File: src/rtl/led_pattern_sequencer.sv
// LED pattern sequencer slot: plays a table of (mask, duration) steps onto
// a W-bit LED bank with millisecond timing, one-shot or looping.
module led_pattern_sequencer #(
  parameter int W            = 16,
  parameter int N_STEPS      = 8,
  parameter int TICKS_PER_MS = 100_000
) (
  input  logic          clk,
  input  logic          reset,
  input  logic          cs,
  input  logic          read,
  input  logic          write,
  input  logic [4:0]    addr,
  input  logic [31:0]   wr_data,
  output logic [31:0]   rd_data,
  output logic [W-1:0]  dout
);

  localparam int SW = (N_STEPS > 1) ? $clog2(N_STEPS) : 1;
  localparam int PW = (TICKS_PER_MS > 1) ? $clog2(TICKS_PER_MS) : 1;

  typedef enum logic {IDLE = 1'b0, RUN = 1'b1} state_t;

  // A programmed duration of zero still holds the step for one millisecond.
  function automatic logic [15:0] dur_eff(input logic [15:0] d);
    return (d == 16'd0) ? 16'd1 : d;
  endfunction

  // configuration and step table
  logic                loop_r;
  logic [3:0]          nstep_r;
  logic [15:0]         mask_r [N_STEPS];
  logic [15:0]         dur_r  [N_STEPS];

  // playback state
  state_t              state_r;
  logic [SW-1:0]       step_r;
  logic [PW-1:0]       presc_r;
  logic [15:0]         ms_cnt_r;
  logic [15:0]         cur_dur_r;
  logic                busy_r;
  logic                done_r;

  // decode and sequencing helpers
  logic                wr_s;
  logic                ctrl_wr_s;
  logic                start_s;
  logic                stop_s;
  logic                clr_s;
  logic                tbl_sel_s;
  logic [SW-1:0]       tbl_idx_s;
  logic [4:0]          n_eff_s;
  logic                tick_s;
  logic                step_end_s;
  logic                last_s;
  logic [SW-1:0]       next_idx_s;
  logic                done_set_s;
  logic [3:0]          step4_s;

  assign wr_s      = cs && write;
  assign ctrl_wr_s = wr_s && (addr == 5'd0);
  assign start_s   = ctrl_wr_s && wr_data[0];
  assign stop_s    = ctrl_wr_s && wr_data[1];
  assign clr_s     = ctrl_wr_s && wr_data[3];
  assign tbl_sel_s = addr[4] && ({1'b0, addr[3:0]} < 5'(N_STEPS));
  assign tbl_idx_s = addr[SW-1:0];
  assign step4_s   = 4'(step_r);

  // Clamp the programmed step count into 1..N_STEPS.
  always_comb begin
    if (nstep_r == 4'd0) begin
      n_eff_s = 5'd1;
    end else if ({1'b0, nstep_r} > 5'(N_STEPS)) begin
      n_eff_s = 5'(N_STEPS);
    end else begin
      n_eff_s = {1'b0, nstep_r};
    end
  end

  // Millisecond tick, step-end and wrap decisions for the running sequence.
  always_comb begin
    tick_s     = (state_r == RUN) && (presc_r == PW'(TICKS_PER_MS - 1));
    step_end_s = tick_s && (({1'b0, ms_cnt_r} + 17'd1) == {1'b0, cur_dur_r});
    last_s     = ((5'(step_r) + 5'd1) >= n_eff_s);
    if (last_s) begin
      next_idx_s = '0;
    end else begin
      next_idx_s = step_r + SW'(1);
    end
    done_set_s = step_end_s && last_s && !loop_r && !stop_s && !start_s;
  end

  // Software-visible configuration: LOOP bit, step count and step table.
  always_ff @(posedge clk) begin
    if (reset) begin
      loop_r  <= 1'b0;
      nstep_r <= 4'd0;
      for (int k = 0; k < N_STEPS; k++) begin
        mask_r[k] <= 16'd0;
        dur_r[k]  <= 16'd0;
      end
    end else begin
      if (ctrl_wr_s) begin
        loop_r <= wr_data[2];
      end
      if (wr_s && (addr == 5'd1)) begin
        nstep_r <= wr_data[3:0];
      end
      if (wr_s && tbl_sel_s) begin
        mask_r[tbl_idx_s] <= wr_data[15:0];
        dur_r[tbl_idx_s]  <= wr_data[31:16];
      end
    end
  end

  // Playback FSM: step timing, registered LED drive and busy/done status.
  always_ff @(posedge clk) begin
    if (reset) begin
      state_r   <= IDLE;
      step_r    <= '0;
      presc_r   <= '0;
      ms_cnt_r  <= 16'd0;
      cur_dur_r <= 16'd0;
      busy_r    <= 1'b0;
      done_r    <= 1'b0;
      dout      <= '0;
    end else begin
      if (stop_s) begin
        state_r  <= IDLE;
        step_r   <= '0;
        presc_r  <= '0;
        ms_cnt_r <= 16'd0;
        busy_r   <= 1'b0;
        dout     <= '0;
      end else if (start_s) begin
        state_r   <= RUN;
        step_r    <= '0;
        presc_r   <= '0;
        ms_cnt_r  <= 16'd0;
        cur_dur_r <= dur_eff(dur_r[0]);
        busy_r    <= 1'b1;
        dout      <= mask_r[0][W-1:0];
      end else begin
        case (state_r)
          RUN: begin
            if (tick_s) begin
              presc_r <= '0;
              if (step_end_s) begin
                ms_cnt_r <= 16'd0;
                if (last_s && !loop_r) begin
                  state_r <= IDLE;
                  step_r  <= '0;
                  busy_r  <= 1'b0;
                  dout    <= '0;
                end else begin
                  step_r    <= next_idx_s;
                  cur_dur_r <= dur_eff(dur_r[next_idx_s]);
                  dout      <= mask_r[next_idx_s][W-1:0];
                end
              end else begin
                ms_cnt_r <= ms_cnt_r + 16'd1;
              end
            end else begin
              presc_r <= presc_r + PW'(1);
            end
          end
          default: begin
            state_r <= IDLE;
            busy_r  <= 1'b0;
            dout    <= '0;
          end
        endcase
      end
      // sequence end beats CLR_DONE; a winning START clears done
      if (done_set_s) begin
        done_r <= 1'b1;
      end else if (start_s && !stop_s) begin
        done_r <= 1'b0;
      end else if (clr_s) begin
        done_r <= 1'b0;
      end else begin
        done_r <= done_r;
      end
    end
  end

  // Combinational register read mux; reads have no side effects.
  always_comb begin
    rd_data = 32'd0;
    case (addr)
      5'd0: rd_data = {29'd0, loop_r, 2'd0};
      5'd1: rd_data = {28'd0, nstep_r};
      5'd2: rd_data = {20'd0, step4_s, 6'd0, done_r, busy_r};
      default: begin
        if (tbl_sel_s) begin
          rd_data = {dur_r[tbl_idx_s], mask_r[tbl_idx_s]};
        end else begin
          rd_data = 32'd0;
        end
      end
    endcase
  end

endmodule

File: config.mk
export PLATFORM = sky130hd
export DESIGN_NAME = led_pattern_sequencer
export DESIGN_NICKNAME = d
export VERILOG_FILES = /design/src/rtl/led_pattern_sequencer.sv
export SDC_FILE = /design/constraint.sdc
export NUM_CORES = 1
export LEC_CHECK = 0
export ABC_AREA = 0
export CAP_MARGIN = 15
export CORE_MARGIN = 1
export CORE_UTILIZATION = 55
export DETAILED_ROUTE_END_ITERATION = 10
export GPL_ROUTABILITY_DRIVEN = 0
export MAX_ROUTING_LAYER = met4
export PLACE_DENSITY = 0.88
export SYNTH_ARGS = -nofsm -noshare
export SYNTH_HDL_FRONTEND = slang
export SYNTH_SLANG_ARGS = --single-unit
File: constraint.sdc
create_clock -name clk -period 4.7 [get_ports clk]
set_input_delay 0.705 -clock clk [delete_from_list [all_inputs] [get_ports clk]]
set_output_delay 0.705 -clock clk [all_outputs]
set_load 0.1 [all_outputs]
-- Yosys cells after proc, flatten, opt, wreduce, memory -nomap -nowiden
Memories as Yosys holds them, arrays and structs flattened.
Index checks and enable logic that the tools add are counted.
- add/subtract/negate cells: 5
- $lt $le $gt $ge: 3
- eq/ne operators: 8
- muxes and demuxes: 44
- bitwise operators: 1
- reductions and logical operators: 36
- operators with widths (kind ; number):
    16-bit 2-to-1 mux ; 15
    32-bit case mux with 3 select lines ; 1
    16-bit logical NOT ; 2
    32-bit 2-to-1 mux ; 1
    16-bit OR reduction ; 2
    1-bit 2-to-1 mux ; 20
    16-bit by 1-bit adder with 17-bit output, second input constant ; 1
    17-bit by 1-bit adder with 17-bit output, second input constant ; 1
    17-bit by 16-bit equality test with 1-bit output ; 1
    17-bit equality test, second input constant ; 1
    17-bit 2-to-1 mux ; 1
    16-bit by 1-bit adder with 16-bit output, second input constant ; 1
    1-bit logical AND ; 16
    3-bit 2-to-1 mux ; 4
    3-bit by 1-bit inequality test with 1-bit output, second input constant ; 3
    3-bit AND reduction ; 2
    2-bit nonzero test ; 3
    5-bit by 1-bit equality test with 1-bit output, second input constant ; 1
    5-bit by 2-bit equality test with 1-bit output, second input constant ; 1
    4-bit by 5-bit >= comparator with 1-bit output ; 1
    5-bit logical NOT ; 1
    5-bit 2-to-1 mux ; 1
    5-bit AND reduction ; 1
    3-bit by 1-bit adder with 4-bit output, second input constant ; 1
    12 further kinds ; 15
- flip-flop bits (word level): 76
- memory bits (writable): 256
- input bits: 42
- output and inout bits: 48
- word-level logic and storage cells: 109
- memories: 2
- memory list (memory ; depth ; bits a word ; rd ports ; clocked after memory_dff ; write ports ; RTL line ; RTL):
    dur_r ; 8 ; 16 ; 3 ; 0 ; 8 ; 33 ; logic [15:0] dur_r [N_STEPS];
    mask_r ; 8 ; 16 ; 3 ; 0 ; 8 ; 32 ; logic [15:0] mask_r [N_STEPS];

-- Depth between registers and ports, before layout
An unclocked memory read counts as a cell.
- depth in word-level cells: 13
- depth in mapped cells: 16
- mapped depth without buffers: 12

-- Worst setup path after synthesis
OpenSTA, ideal clock, no wires.
- kind: input -> output
- start: input addr[1]
- end: output rd_data[2]
- arrival: 4.062 ns
- data required time: 3.995 ns
- path slack: -0.067 ns
- stages on the path: 9
- buffers on the path: 3
- cell sequence: clkbuf_1 nor2b_1 and2_1 clkbuf_1 clkbuf_1 a22oi_1 nand4_1 nor2_1 nor3_1
- word-level cells in the longest chain between the ends: 4
- elaborated cells between the ends (all ways): 8
- those cells by class: order compare: 1; eq/ne: 2; mux: 2; reduce/logical: 2; memory: 1
- RTL lines (what ; RTL line ; RTL):
    from (decl) ; 13 ; input logic [4:0] addr,
    4-bit less-than comparator ; 65 ; assign tbl_sel_s = addr[4] && ({1'b0, addr[3:0]} < 5'(N_STEPS));
    1-bit logical AND ; 65 ;
    32-bit 2-to-1 mux ; 195 ; if (tbl_sel_s) begin
    32-bit case mux with 3 select lines * ; 190 ; case (addr)
    to (decl) ; 15 ; output logic [31:0] rd_data,
Mark *: on every way between the ends. The rest lies on a longest branch, timed or not.

-- Worst setup path after layout
- start: register step_r[0]
- end: register cur_dur_r[7]
- word-level cells in the longest chain between the ends: 11
- elaborated cells between the ends (all ways): 15
- those cells by class: add/sub: 2; order compare: 1; eq/ne: 1; mux: 7; reduce/logical: 3; memory: 1
- RTL lines (what ; RTL line ; RTL):
    from (decl) ; 37 ; logic [SW-1:0] step_r;
    from (signal assigned) ; 156 ; step_r <= next_idx_s;
    3-bit by 1-bit adder with 4-bit output ; 84 ; last_s = ((5'(step_r) + 5'd1) >= n_eff_s);
    4-bit by 5-bit >= comparator with 1-bit output ; 84 ;
    3-bit 2-to-1 mux ; 85 ; if (last_s) begin
    memory read 8 x 16 bit ; -- ;
    16-bit logical NOT ; 26 ; return (d == 16'd0) ? 16'd1 : d;
    16-bit 2-to-1 mux ; 26 ;
    16-bit 2-to-1 mux ; 150 ; if (last_s && !loop_r) begin
    16-bit 2-to-1 mux ; 148 ; if (step_end_s) begin
    16-bit 2-to-1 mux ; 146 ; if (tick_s) begin
    16-bit 2-to-1 mux ; 144 ; case (state_r)
    16-bit 2-to-1 mux ; 135 ; end else if (start_s) begin
    to (signal assigned) ; 140 ; cur_dur_r <= dur_eff(dur_r[0]);
    to (signal assigned) ; 157 ; cur_dur_r <= dur_eff(dur_r[next_idx_s]);
    to (decl) ; 40 ; logic [15:0] cur_dur_r;
Several ways; a longest one is shown, not always the timed one. The select of a mux whose other input is x is not followed.
A chain may end at the register's enable or synchronous reset.

==> impl_metrics.env <==
export IMPL_status="finished, violations left"
export IMPL_violations="DRC"
export IMPL_r2r_start="step_r[0]"
export IMPL_grt_antenna_before_repair=0
export IMPL_wirelength_um=53100
export IMPL_route_detailed_drc=3
export IMPL_crit_fanout=23
export IMPL_layout_common_cells="and2_1 (260), edfxtp_1 (256), mux2i_1 (102)"
export IMPL_hold_viol_final=0
export IMPL_reg2reg_to="cur_dur_r[7]"
export IMPL_cts_setup_buffers=0
export IMPL_synth_area_um2=17400
export IMPL_cts_root_buf="clkbuf_16"
export IMPL_drt_initial_drc_count=2220
export IMPL_ys_seq_area_share_pct=53.0
export IMPL_clock_sinks=332
export IMPL_critical_path_required_ns=5.14
export IMPL_critPathCaptureType="flip-flop"
export IMPL_grt_max_degree=69
export IMPL_timing_slew_headroom_pct=32.3
export IMPL_firstDrtPassIters=11
export IMPL_globalRouteOverflowTotal=0
export IMPL_grt_use_total_pct=33.2
export IMPL_synth_edff_count=256
export IMPL_ant_nets=0
export IMPL_path_clk_slew_ns=0.06
export IMPL_crit_path_start="step_r[0]"
export IMPL_synth_simple_gate_area_share_pct=17.4
export IMPL_syn_nets=1618
export IMPL_synthMuxAreaShare_pct=8.15
export IMPL_antenna_cells=0
export IMPL_fin_crit_sh_pct=89.8
export IMPL_report_final_setup_viol=0
export IMPL_synth_xor_area_share_pct=1.82
export IMPL_ys_ff_latch=332
export IMPL_hp_class="reg2reg"
export IMPL_critPathKind="reg2reg"
export IMPL_vias=14300
export IMPL_cts_hold_buffers=0
export IMPL_dpl_hpwl_um=30600
export IMPL_start_util_pct=56.3
export IMPL_avgSynthCellArea_um2=11.1
export IMPL_worst_clock_skew_ns=0.0239
export IMPL_clk_latency_ns=0.54
export IMPL_syn_to_final_growth_pct=17.8
export IMPL_core_area_um2=30800
export IMPL_synth_compound_area_share_pct=15.7
export IMPL_cts_tree="built"
export IMPL_slew_viol_final=0
export IMPL_endpoint="cur_dur_r[7]"
export IMPL_port_buffers=88
export IMPL_fin_tns_setup_ns=0
export IMPL_num_rows=64
export IMPL_fp_dieW_um=180
export IMPL_start_kind="flip-flop"
export IMPL_clock_path_buffers=3
export IMPL_n_fill_cell=2099
export IMPL_period_needed_ns=4.22
export IMPL_io_pins=90
export IMPL_final_common_cell="and2_1"
export IMPL_synth_distinct_cells=70
export IMPL_postCtsResizedCells=0
export IMPL_async_flop_share_pct=0
export IMPL_cap_violations=0
export IMPL_chipHeight_um=180
export IMPL_grt_pass1_vias=14000
export IMPL_yosys_area_share_adder_pct=0.504
export IMPL_setup_slack_ns=0.479
export IMPL_netlist_instances=1569
export IMPL_numCtsBuffers=36
export IMPL_nNetsFinal=1668
export IMPL_dieArea_um2=32300
export IMPL_p_leak_uw=0.00693
export IMPL_rsz0062_at_grt="false"
export IMPL_drive_above_1_share_pct=11.9
export IMPL_ys_flop_type="edfxtp_1"
export IMPL_vias_per_cell=6.98
export IMPL_worst_pin_slew_ns=1.01
export IMPL_wire_per_inst_um=26.0
export IMPL_synth_top_family_by_area="simple AND/OR/NAND/NOR gates"
export IMPL_htreeDepth=2
export IMPL_grt_first_pass_wirelength_um=80100
export IMPL_rrSetupSlack_ns=0.48
export IMPL_p_per_area_nw_per_um2=341
export IMPL_yosysWarnings=0
export IMPL_r2r_cells=13
export IMPL_max_clock_freq_mhz=237
export IMPL_worst_ep_arrival_time_ns=4.66
export IMPL_ir_worst_vdd_uv=227
export IMPL_dp_slack_ns=0.695
==> critical path: stages (launching register included) <==
cell and delay, ns:
dfxtp_4 0.43, ha_1 0.27, xnor2_1 0.52, inv_2 0.09, ha_1 0.33, nand3_1 0.07, a21oi_1 0.42, nor2_1 0.37
o211ai_1 0.36, a2111oi_4 0.06, a21oi_2 0.67, buf_4 0.29, nand2_1 0.07, a21oi_1 0.17
==> cells in the mapped netlist (3+ instances only) <==
library cell  count  share of area (%)
inv_1            24               0.52
dfxtp_1          76                8.8
a31oi_1          30                1.1
mux2_2            5               0.32
clkbuf_1        100                2.2
mux4_2           15                1.9
and3_1            7               0.25
a22oi_1          84                3.6
a21o_1            5               0.22
mux2i_1         102                5.9
a22o_1           23                1.2
nand2_1          68                1.5
nor3_1           15               0.43
nand2b_1          8               0.29
and4_1            3               0.15
xor2_1           18               0.91
o211ai_1          5               0.22
a41oi_1          10               0.50
and2_1          259                9.3
nor2b_1           3               0.11
nand3_1          33               0.95
a211oi_1          5               0.22
or3_1            16               0.58
buf_2            15               0.43
a221oi_1         24                1.2
nor4_1           13               0.47
o21ai_0          71                2.0
ha_1              7               0.50
a32oi_1          16               0.81
nor2_1           74                1.6
a2bb2oi_1        31                1.6
buf_1            11               0.24
o21ai_1           8               0.23
o31ai_1           3               0.13
a21oi_1          53                1.5
nand4_1          15               0.54
edfxtp_1        256                 44
xnor2_1          18               0.91
==> state kept, by name, summed over array words and instances, names as in the netlist, 3 cells and up <==
| name | cells |
|---|---|
| step_r | 3 |
| dur_r | 128 |
| nstep_r | 4 |
| presc_r | 17 |
| dout | 16 |
| cur_dur_r | 16 |
| ms_cnt_r | 16 |
| mask_r | 128 |
==> layer usage <==
layer | GRT usage, % | vias up | part of all wire, % | wire length [um]
met5 | - | - | 0 | 0
met4 | 18.9 | 0 | 6.0 | 3170
met3 | 6.99 | 298 | 14 | 7680
met2 | 50.5 | 1288 | 45 | 23800
met1 | 41.4 | 6672 | 35 | 18500
li1 | - | 6006 | - | -
==> layout make-up <==
type,instances,area [um^2],share of cell area (%)
clock buffers,46,981,4.80
clock inverters,20,262,1.28
inverters,24,90.1,0.440
multi-input cells,1086,7700,37.7
flip-flops and latches,332,9210,45.0
well taps,396,495,2.42
repair buffers,139,1710,8.37
==> kinds of logic after synthesis <==
kind of cell | count (synthesis)
XOR/XNOR | 36
multiplexers | 122
AO/OA/AOI/OAI | 387
flip-flops | 332
adder cells (fa/ha/maj) | 7
AND/OR/NAND/NOR | 534
buffers and inverters | 151
==> report_power, final <==
| group | leakage [uW] | internal, uW | switching (uW) | total (uW) |
|---|---|---|---|---|
| Sequential | 0.00305 | 3280 | 95.3 | 3380 |
| Clock | 0.000606 | 1770 | 1180 | 2950 |
| Combinational | 0.00328 | 224 | 418 | 642 |
==> worst min-delay path by stage <==
| stage | startpoint | to | depth (start not counted) |
|---|---|---|---|
| 2_1_floorplan | busy_r | busy_r | 2 |
| 3_3_place_gp | cur_dur_r[1] | cur_dur_r[1] | 2 |
| 3_5_place_dp | cur_dur_r[4] | cur_dur_r[4] | 2 |
| 4_1_cts | cur_dur_r[1] | cur_dur_r[1] | 2 |
| 5_1_grt | cur_dur_r[1] | cur_dur_r[1] | 2 |
| 6_report | cur_dur_r[15] | cur_dur_r[15] | 2 |
==> metrics by stage <==
| step | cell area (um^2) | hold slack, ns | power (uW) | util (%) | instances |
|---|---|---|---|---|---|
| 2_1_floorplan | 17400 | 0.436 | 3770 | - | 1569 |
| 3_3_place_gp | 19200 | 0.456 | 4020 | 62.3 | 1976 |
| 3_5_place_dp | 19200 | 0.464 | 4050 | 62.3 | 1976 |
| 4_1_cts | 20400 | 0.481 | 6950 | 66.3 | 2042 |
| 5_1_grt | 20500 | 0.494 | 7110 | 66.4 | 2043 |
| 6_report | 20500 | 0.478 | 6970 | 66.4 | 2043 |
Power figures use the tool's default switching activity.
